===== config.mk =====
export PLATFORM = sky130hd
export DESIGN_NAME = clk_div_ctrl_flat
export DESIGN_NICKNAME = d
export VERILOG_FILES = /design/src/rtl/clk_div_ctrl_if.sv /design/src/rtl/clk_div_ctrl.sv /design/src/flat_wrapper.sv
export SDC_FILE = /design/constraint.sdc
export NUM_CORES = 1
export LEC_CHECK = 0
export BUFFER_PORTS_ARGS = -buffer_cell sky130_fd_sc_hd__buf_2
export CAP_MARGIN = 20
export CORE_AREA = 2 2 68 76
export CTS_CLUSTER_DIAMETER = 120
export DETAILED_ROUTE_END_ITERATION = 8
export DIE_AREA = 0 0 70 78
export GPL_TIMING_DRIVEN = 0
export SLEW_MARGIN = 20
export SYNTH_ARGS = -nofsm -noshare
export SYNTH_HDL_FRONTEND = slang
export SYNTH_SLANG_ARGS = --single-unit

===== constraint.sdc =====
create_clock -name i_clk -period 1.6 [get_ports i_clk]
set_input_delay 0.16 -clock i_clk [delete_from_list [all_inputs] [get_ports i_clk]]
set_output_delay 0.16 -clock i_clk [all_outputs]
set_load 0.02 [all_outputs]

===== src/rtl/clk_div_ctrl_if.sv =====
// Divisor offer channel for clk_div_ctrl.
// Handshake: the master holds i_div stable while i_div_valid is high; a value
// transfers at a rising edge where i_div_valid and o_div_ready are both high.
// o_div_ready does not depend on i_div_valid in the same cycle.
interface clk_div_ctrl_if #(
  parameter int N_BITS = 8
) ();
  logic [N_BITS-1:0] i_div;
  logic              i_div_valid;
  logic              o_div_ready;

  modport master (output i_div, output i_div_valid, input o_div_ready);
  modport slave  (input i_div, input i_div_valid, output o_div_ready);
endinterface


===== src/rtl/clk_div_ctrl.sv =====
// Programmable clock-divider controller: rollover counter, derived toggle clock,
// and glitch-free sequencing of start, stop and divisor changes.
// A stop only completes on the wrap that drives o_clk high, so the derived
// clock always parks high. New divisors are applied only while the counter
// is returning to zero, so the count can never sit above the active divisor.
module clk_div_ctrl #(
  parameter int N_BITS    = 8,
  parameter int DIV_RESET = 3
) (
  input  logic              i_clk,
  input  logic              i_reset,
  input  logic              i_start,
  input  logic              i_stop,
  clk_div_ctrl_if.slave     div_if,
  output logic              o_roll_over,
  output logic              o_clk,
  output logic              o_running,
  output logic [N_BITS-1:0] o_count,
  output logic [1:0]        o_state
);

  localparam logic [1:0] ST_IDLE  = 2'b00;
  localparam logic [1:0] ST_RUN   = 2'b01;
  localparam logic [1:0] ST_DRAIN = 2'b10;

  localparam logic [N_BITS-1:0] DIV_INIT = N_BITS'(DIV_RESET);

  logic [1:0]        state_q, state_d;
  logic [N_BITS-1:0] count_q, count_d;
  logic [N_BITS-1:0] div_active_q, div_active_d;
  logic [N_BITS-1:0] pend_q, pend_d;
  logic              pend_valid_q, pend_valid_d;
  logic              clk_q, clk_d;
  logic              roll_q, roll_d;
  logic              running_q, running_d;

  logic counting;
  logic wrap;
  logic accept;

  // Counter wrap detection and divisor-offer acceptance.
  always_comb begin
    counting = (state_q != ST_IDLE);
    wrap     = counting && (count_q == div_active_q);
    accept   = div_if.i_div_valid && !pend_valid_q;
  end

  // Next-state logic for the FSM, counter, derived clock and divisor slots.
  always_comb begin
    state_d      = state_q;
    count_d      = count_q;
    clk_d        = clk_q;
    roll_d       = wrap;
    div_active_d = div_active_q;
    pend_d       = pend_q;
    pend_valid_d = pend_valid_q;

    if (!counting) begin
      count_d = '0;
      clk_d   = 1'b1;
    end else if (wrap) begin
      count_d = '0;
      clk_d   = ~clk_q;
    end else begin
      count_d = count_q + 1'b1;
    end

    case (state_q)
      ST_IDLE:  if (i_start && !i_stop) state_d = ST_RUN;
      ST_RUN:   if (i_stop) state_d = ST_DRAIN;
      ST_DRAIN: begin
        // A restart keeps the waveform running; otherwise park on the rising wrap.
        if (i_start && !i_stop)  state_d = ST_RUN;
        else if (wrap && !clk_q) state_d = ST_IDLE;
      end
      default:  state_d = ST_IDLE;
    endcase

    if (!counting) begin
      if (accept) div_active_d = div_if.i_div;
    end else begin
      if (wrap && pend_valid_q) begin
        div_active_d = pend_q;
        pend_valid_d = 1'b0;
      end
      if (accept) begin
        pend_d       = div_if.i_div;
        pend_valid_d = 1'b1;
      end
    end

    running_d = (state_d != ST_IDLE);
  end

  // State registers with synchronous active-low reset.
  always_ff @(posedge i_clk) begin
    if (!i_reset) begin
      state_q      <= ST_IDLE;
      count_q      <= '0;
      div_active_q <= DIV_INIT;
      pend_q       <= '0;
      pend_valid_q <= 1'b0;
      clk_q        <= 1'b1;
      roll_q       <= 1'b0;
      running_q    <= 1'b0;
    end else begin
      state_q      <= state_d;
      count_q      <= count_d;
      div_active_q <= div_active_d;
      pend_q       <= pend_d;
      pend_valid_q <= pend_valid_d;
      clk_q        <= clk_d;
      roll_q       <= roll_d;
      running_q    <= running_d;
    end
  end

  // All outputs come straight from registers.
  always_comb begin
    o_roll_over        = roll_q;
    o_clk              = clk_q;
    o_running          = running_q;
    o_count            = count_q;
    o_state            = state_q;
    div_if.o_div_ready = !pend_valid_q;
  end

endmodule

===== src/flat_wrapper.sv =====
// flat-port wrapper written by rule: the top's interface ports become plain ports
module clk_div_ctrl_flat 
#(
  parameter int N_BITS    = 8,
  parameter int DIV_RESET = 3
)
  (i_clk, i_reset, i_start, i_stop, o_roll_over, o_clk, o_running, o_count, o_state, div_if_i_div, div_if_i_div_valid, div_if_o_div_ready);
  clk_div_ctrl_if #(.N_BITS(N_BITS)) div_if_i ();
  input  logic i_clk;
  input  logic i_reset;
  input  logic i_start;
  input  logic i_stop;
  output logic o_roll_over;
  output logic o_clk;
  output logic o_running;
  output logic [N_BITS-1:0] o_count;
  output logic [1:0] o_state;
  input wire logic [$bits(div_if_i.i_div)-1:0] div_if_i_div;
  input wire logic [$bits(div_if_i.i_div_valid)-1:0] div_if_i_div_valid;
  output wire logic [$bits(div_if_i.o_div_ready)-1:0] div_if_o_div_ready;
  assign div_if_i.i_div = div_if_i_div;
  assign div_if_i.i_div_valid = div_if_i_div_valid;
  assign div_if_o_div_ready = div_if_i.o_div_ready;
  clk_div_ctrl #(.N_BITS(N_BITS), .DIV_RESET(DIV_RESET)) u_core (.i_clk(i_clk), .i_reset(i_reset), .i_start(i_start), .i_stop(i_stop), .div_if(div_if_i), .o_roll_over(o_roll_over), .o_clk(o_clk), .o_running(o_running), .o_count(o_count), .o_state(o_state));
endmodule

==> implementation parameters <==
Parameter                              Value

Synthesis
  Xor and xnor area share after synthesis ... 0.0970
  Synth Net Count ... 153
  Distinct cell type count of the synthesized netlist ... 29
  Fraction of the mapped netlist area in compound gates ... 0.0988
  Post-synthesis adder-cell area fraction ... 0.00923
  Largest family of logic cells by synthesized area ... simple AND/OR/NAND/NOR gates
  Part of the Yosys area used for sequential elements ... 0.443
  Share of Yosys cell area claimed by the top area cell type ... 0.443
  Largest cells by area after synthesis ... sky130_fd_sc_hd__dfxtp_1 44%, sky130_fd_sc_hd__xor2_1 8.4%, sky130_fd_sc_hd__mux2i_1 8.1%, sky130_fd_sc_hd__a311oi_2 5.5%, sky130_fd_sc_hd__nor2_1 5.5%
  Cell count after synthesis ... 139
  Most used flip-flop cell after synthesis ... sky130_fd_sc_hd__dfxtp_1
  YS warnings ... 0
  Post-synthesis average cell area ... 9.75 um2
  Number of flops mapped to enable cells by yosys ... 0
  Synthesized-area fraction occupied by and/or/nand/nor cells ... 0.232
  Library cell with the largest summed area after synthesis ... sky130_fd_sc_hd__dfxtp_1
  Cell Area, Synth ... 1360 um2
  Register bit total from synthesis ... 30
  Mux cell area share after synthesis ... 0.0813
  Share of flip-flops with an asynchronous set or reset ... 0

Route
  # DRC ... 0
  Drt first pass iters ... 4
  Post-route ant nets ... 0
  Routed wirelength normalized by instance count ... 12.1 um
  Routed vias ... 1059
  Wire length reported by the detailed router ... 2.80 mm
  Via/cell ratio ... 4.56
  First DRT Iteration DRCs ... 47

Setup path
  Critical path arrival ... 1.79 ns
  Number of stages on the worst setup path ... 6
  R2r startpoint ... u_core.div_active_q[3]
  Cell type of the slowest stage on the worst timing path ... sky130_fd_sc_hd__dfxtp_2
  Crit path max fanout ... 8
  Worst Setup Path Type ... reg2reg
  Family with the most delay on the worst path ... simple AND/OR/NAND/NOR gates
  Category of the worst setup path launch point ... register
  Critical path, cell by cell ... xor2_2, nor4_4, and4_4, or2_1, buf_6, a311oi_4
  Data required, critical path ... 1.76 ns
  Worst reg-to-reg path cell count ... 6
  Crit. Startpoint ... u_core.div_active_q[3]
  Register-to-register setup slack ... -0.04 ns
  Endpoint class of the critical path ... register
  End of the worst register-to-register path ... u_core.div_active_q[2]
  Worst setup path end ... u_core.div_active_q[2]
  Critical path buffer and inverter count ... 1
  CP max stage delay ... 0.34 ns

STA
  Max-slew violation count ... 0
  Fin worst setup slack ... -0.0389 ns
  Post-route clock period utilization ... 1.02
  Number of hold-slack violations in the final timing report ... 0
  Worst slew slack as a fraction of its limit ... 0.693
  Final count of negative-setup-slack endpoints ... 8
  Least-Margin Pin Slew ... 0.461 ns
  Post-route worst hold slack ... 0.0872 ns
  Final Skew ... 0.00522 ns
  Maximum operating frequency ... 610 MHz
  Minimum period implied by the final worst setup slack ... 1.64 ns
  RSZ-0062 raised after global routing ... true

Final layout
  Syn-to-layout area delta ... 27.4%
  Final standard cell area without fillers ... 1730 um2
  Sequential standard cell area ... 618 um2
  Count of non-filler cells in the finished layout ... 232
  Ratio of cells with drive above 1 in the final layout ... 0.364
  Diodes inserted ... 0
  Nets ... 189
  Layout filler cell count ... 495
  Area of the multi-input gates ... 733 um2

Die
  I/O pins ... 27
  Starting utilization of the core area ... 0.293
  Core area ... 4620 um2
  Die Footprint ... 5460 um2
  Chip Width ... 70 um
  Die Span Y ... 78 um
  Row count ... 26

Global routing
  Number of global-route vias before repair ... 936
  Wire length of the first global-routing pass ... 4.61 mm
  Largest net degree at the start of global routing ... 11
  Number of antenna violations at the first check in global routing ... 0
  Overflow after GRT ... 0
  Combined global-route utilization of all metal layers ... 0.109

Place
  Cell area after placement ... 1570 um2
  Post-DP HPWL ... 1.96 mm
  Worst setup timing slack at the placement stage ... -0.120 ns
  Port bufs ... 26
  GP Congestion ... 0.770
  Placed cells ... 221

CTS
  Buffer depth of the longest clock path ... 2
  Maximum level of the CTS H-tree ... 2
  Clock buffer count from CTS ... 5
  Total clock sinks ... 30
  Clock-pin slew reported for the worst setup and hold paths after clock tree synthesis ... 0.06 ns
  Buffer type at the clock tree root ... sky130_fd_sc_hd__clkbuf_8
  Worst-skew pair later-pin latency ... 0.28 ns
  CTS tree ... yes

Power and ir drop
  Static leakage ... 0.709 nW
  Power per Cell Area ... 948 nW/um2
  Max VDD drop ... 0.516 mV

Status
  Run status ... complete, but fails checks
  Violations in the final reports ... setup timing

Hold path
  Worst hold stages ... 2
  Hold crit path type ... in2reg

Flow run
  Maximum Capacitance Violations ... 0
[worst register-to-register path: cells and delay by family (launching register included)]
| family | cells | cell delay [ns] |
|---|---|---|
| and+or+nand+nor | 3 | 0.75 |
| AOI/OAI and AO/OA | 1 | 0.09 |
| buffers and inverters | 1 | 0.15 |
| xor gates and xnor gates | 1 | 0.18 |
| DFF | 1 | 0.34 |
[per-stage QoR]
step | power, mW | TNS [ns] | utilization
after global placement | 1.02 | -0.597 | 0.341
final | 1.64 | -0.269 | 0.374
after CTS | 1.65 | -0.376 | 0.366
after detailed placement | 1.03 | -0.984 | 0.341
after floorplan | 0.970 | 0 | -
after global routing | 1.74 | -1.75 | 0.374
[cell usage in the layout, fill, tap and decap left out, types with 2 or more instances in the layout]
cell	count
sky130_fd_sc_hd__clkbuf_8	6
sky130_fd_sc_hd__buf_2	26
sky130_fd_sc_hd__a31oi_1	2
sky130_fd_sc_hd__mux2i_1	11
sky130_fd_sc_hd__nand3_1	7
sky130_fd_sc_hd__nor4_1	2
sky130_fd_sc_hd__inv_1	3
sky130_fd_sc_hd__buf_4	3
sky130_fd_sc_hd__nand2_1	14
sky130_fd_sc_hd__buf_6	2
sky130_fd_sc_hd__nor2_1	20
sky130_fd_sc_hd__dfxtp_4	2
sky130_fd_sc_hd__xor2_1	12
sky130_fd_sc_hd__a311oi_2	5
sky130_fd_sc_hd__dfxtp_1	20
sky130_fd_sc_hd__clkbuf_1	2
sky130_fd_sc_hd__nor2_4	2
sky130_fd_sc_hd__dfxtp_2	8
sky130_fd_sc_hd__nor3_1	9
sky130_fd_sc_hd__xnor2_1	2
[how the worst min path moves through the flow]
stage | startpoint | endpoint
after floorplan | i_reset | u_core.o_clk
after global placement | i_stop | u_core.o_state[0]
after detailed placement | i_stop | u_core.o_state[0]
after CTS | i_stop | u_core.o_state[0]
after global routing | i_stop | u_core.o_state[0]
final | i_stop | u_core.o_state[0]
[logic make-up (layout without fill, tap and decap cells)]
family	Yosys count	count (layout)
XOR/XNOR	15	15
AND/OR/NAND/NOR	63	63
buffers and inverters	8	45
adder cells (fa/ha/maj)	1	1
AO/OA/AOI/OAI	11	11
multiplexers	11	11
flip-flops	30	30
[what timing repair did]
item	CTS	global route
pin swaps	7	9
resized for setup	2	4
cloned	0	0
hold buffers	0	0
endpoints found under the setup margin	14	21
buffers inserted	3	1
[registers in the layout, summed over array words and instances (netlist names)]
register,cells
u_core.o_roll_over,1
u_core.div_active_q,8
u_core.o_state,2
u_core.o_count,8
u_core.o_running,1
u_core.o_clk,1
u_core.pend_q,8
u_core.pend_valid_q,1
[area by class of cell]
cell class                 count  area share
timing repair buffer          30       0.100
clock inverter                 1     0.00290
multi-input combinational    101       0.425
clock buffer                   7      0.0500
sequential                    30       0.358
buffer                         3      0.0152
tap                           56      0.0406
inverter                       4     0.00870
[per-layer routing]
layer / GRT usage / share of wire
met3: 0.0506 / 0.053
met1: 0.137 / 0.48
met5: 0 / 0
met2: 0.161 / 0.45
met4: 0.0462 / 0.011
[synthesized netlist by cell type, types with 2 or more instances]
| cell | number |
|---|---|
| sky130_fd_sc_hd__a31oi_1 | 2 |
| sky130_fd_sc_hd__inv_1 | 3 |
| sky130_fd_sc_hd__xor2_1 | 13 |
| sky130_fd_sc_hd__nand3_1 | 8 |
| sky130_fd_sc_hd__nor2_2 | 2 |
| sky130_fd_sc_hd__nor4_1 | 2 |
| sky130_fd_sc_hd__mux2i_1 | 11 |
| sky130_fd_sc_hd__dfxtp_1 | 30 |
| sky130_fd_sc_hd__nor2_1 | 20 |
| sky130_fd_sc_hd__nand2_1 | 14 |
| sky130_fd_sc_hd__buf_6 | 3 |
| sky130_fd_sc_hd__a311oi_2 | 5 |
| sky130_fd_sc_hd__nor3_1 | 9 |
| sky130_fd_sc_hd__xnor2_1 | 2 |
[power breakdown]
part	switching, mW	internal (mW)	total [mW]
Clock	0.274	0.346	0.620
Combinational	0.121	0.0913	0.212
Sequential	0.0255	0.779	0.805
Total	0.420	1.22	1.64
Note: power is estimated with default switching activity, not from simulation.
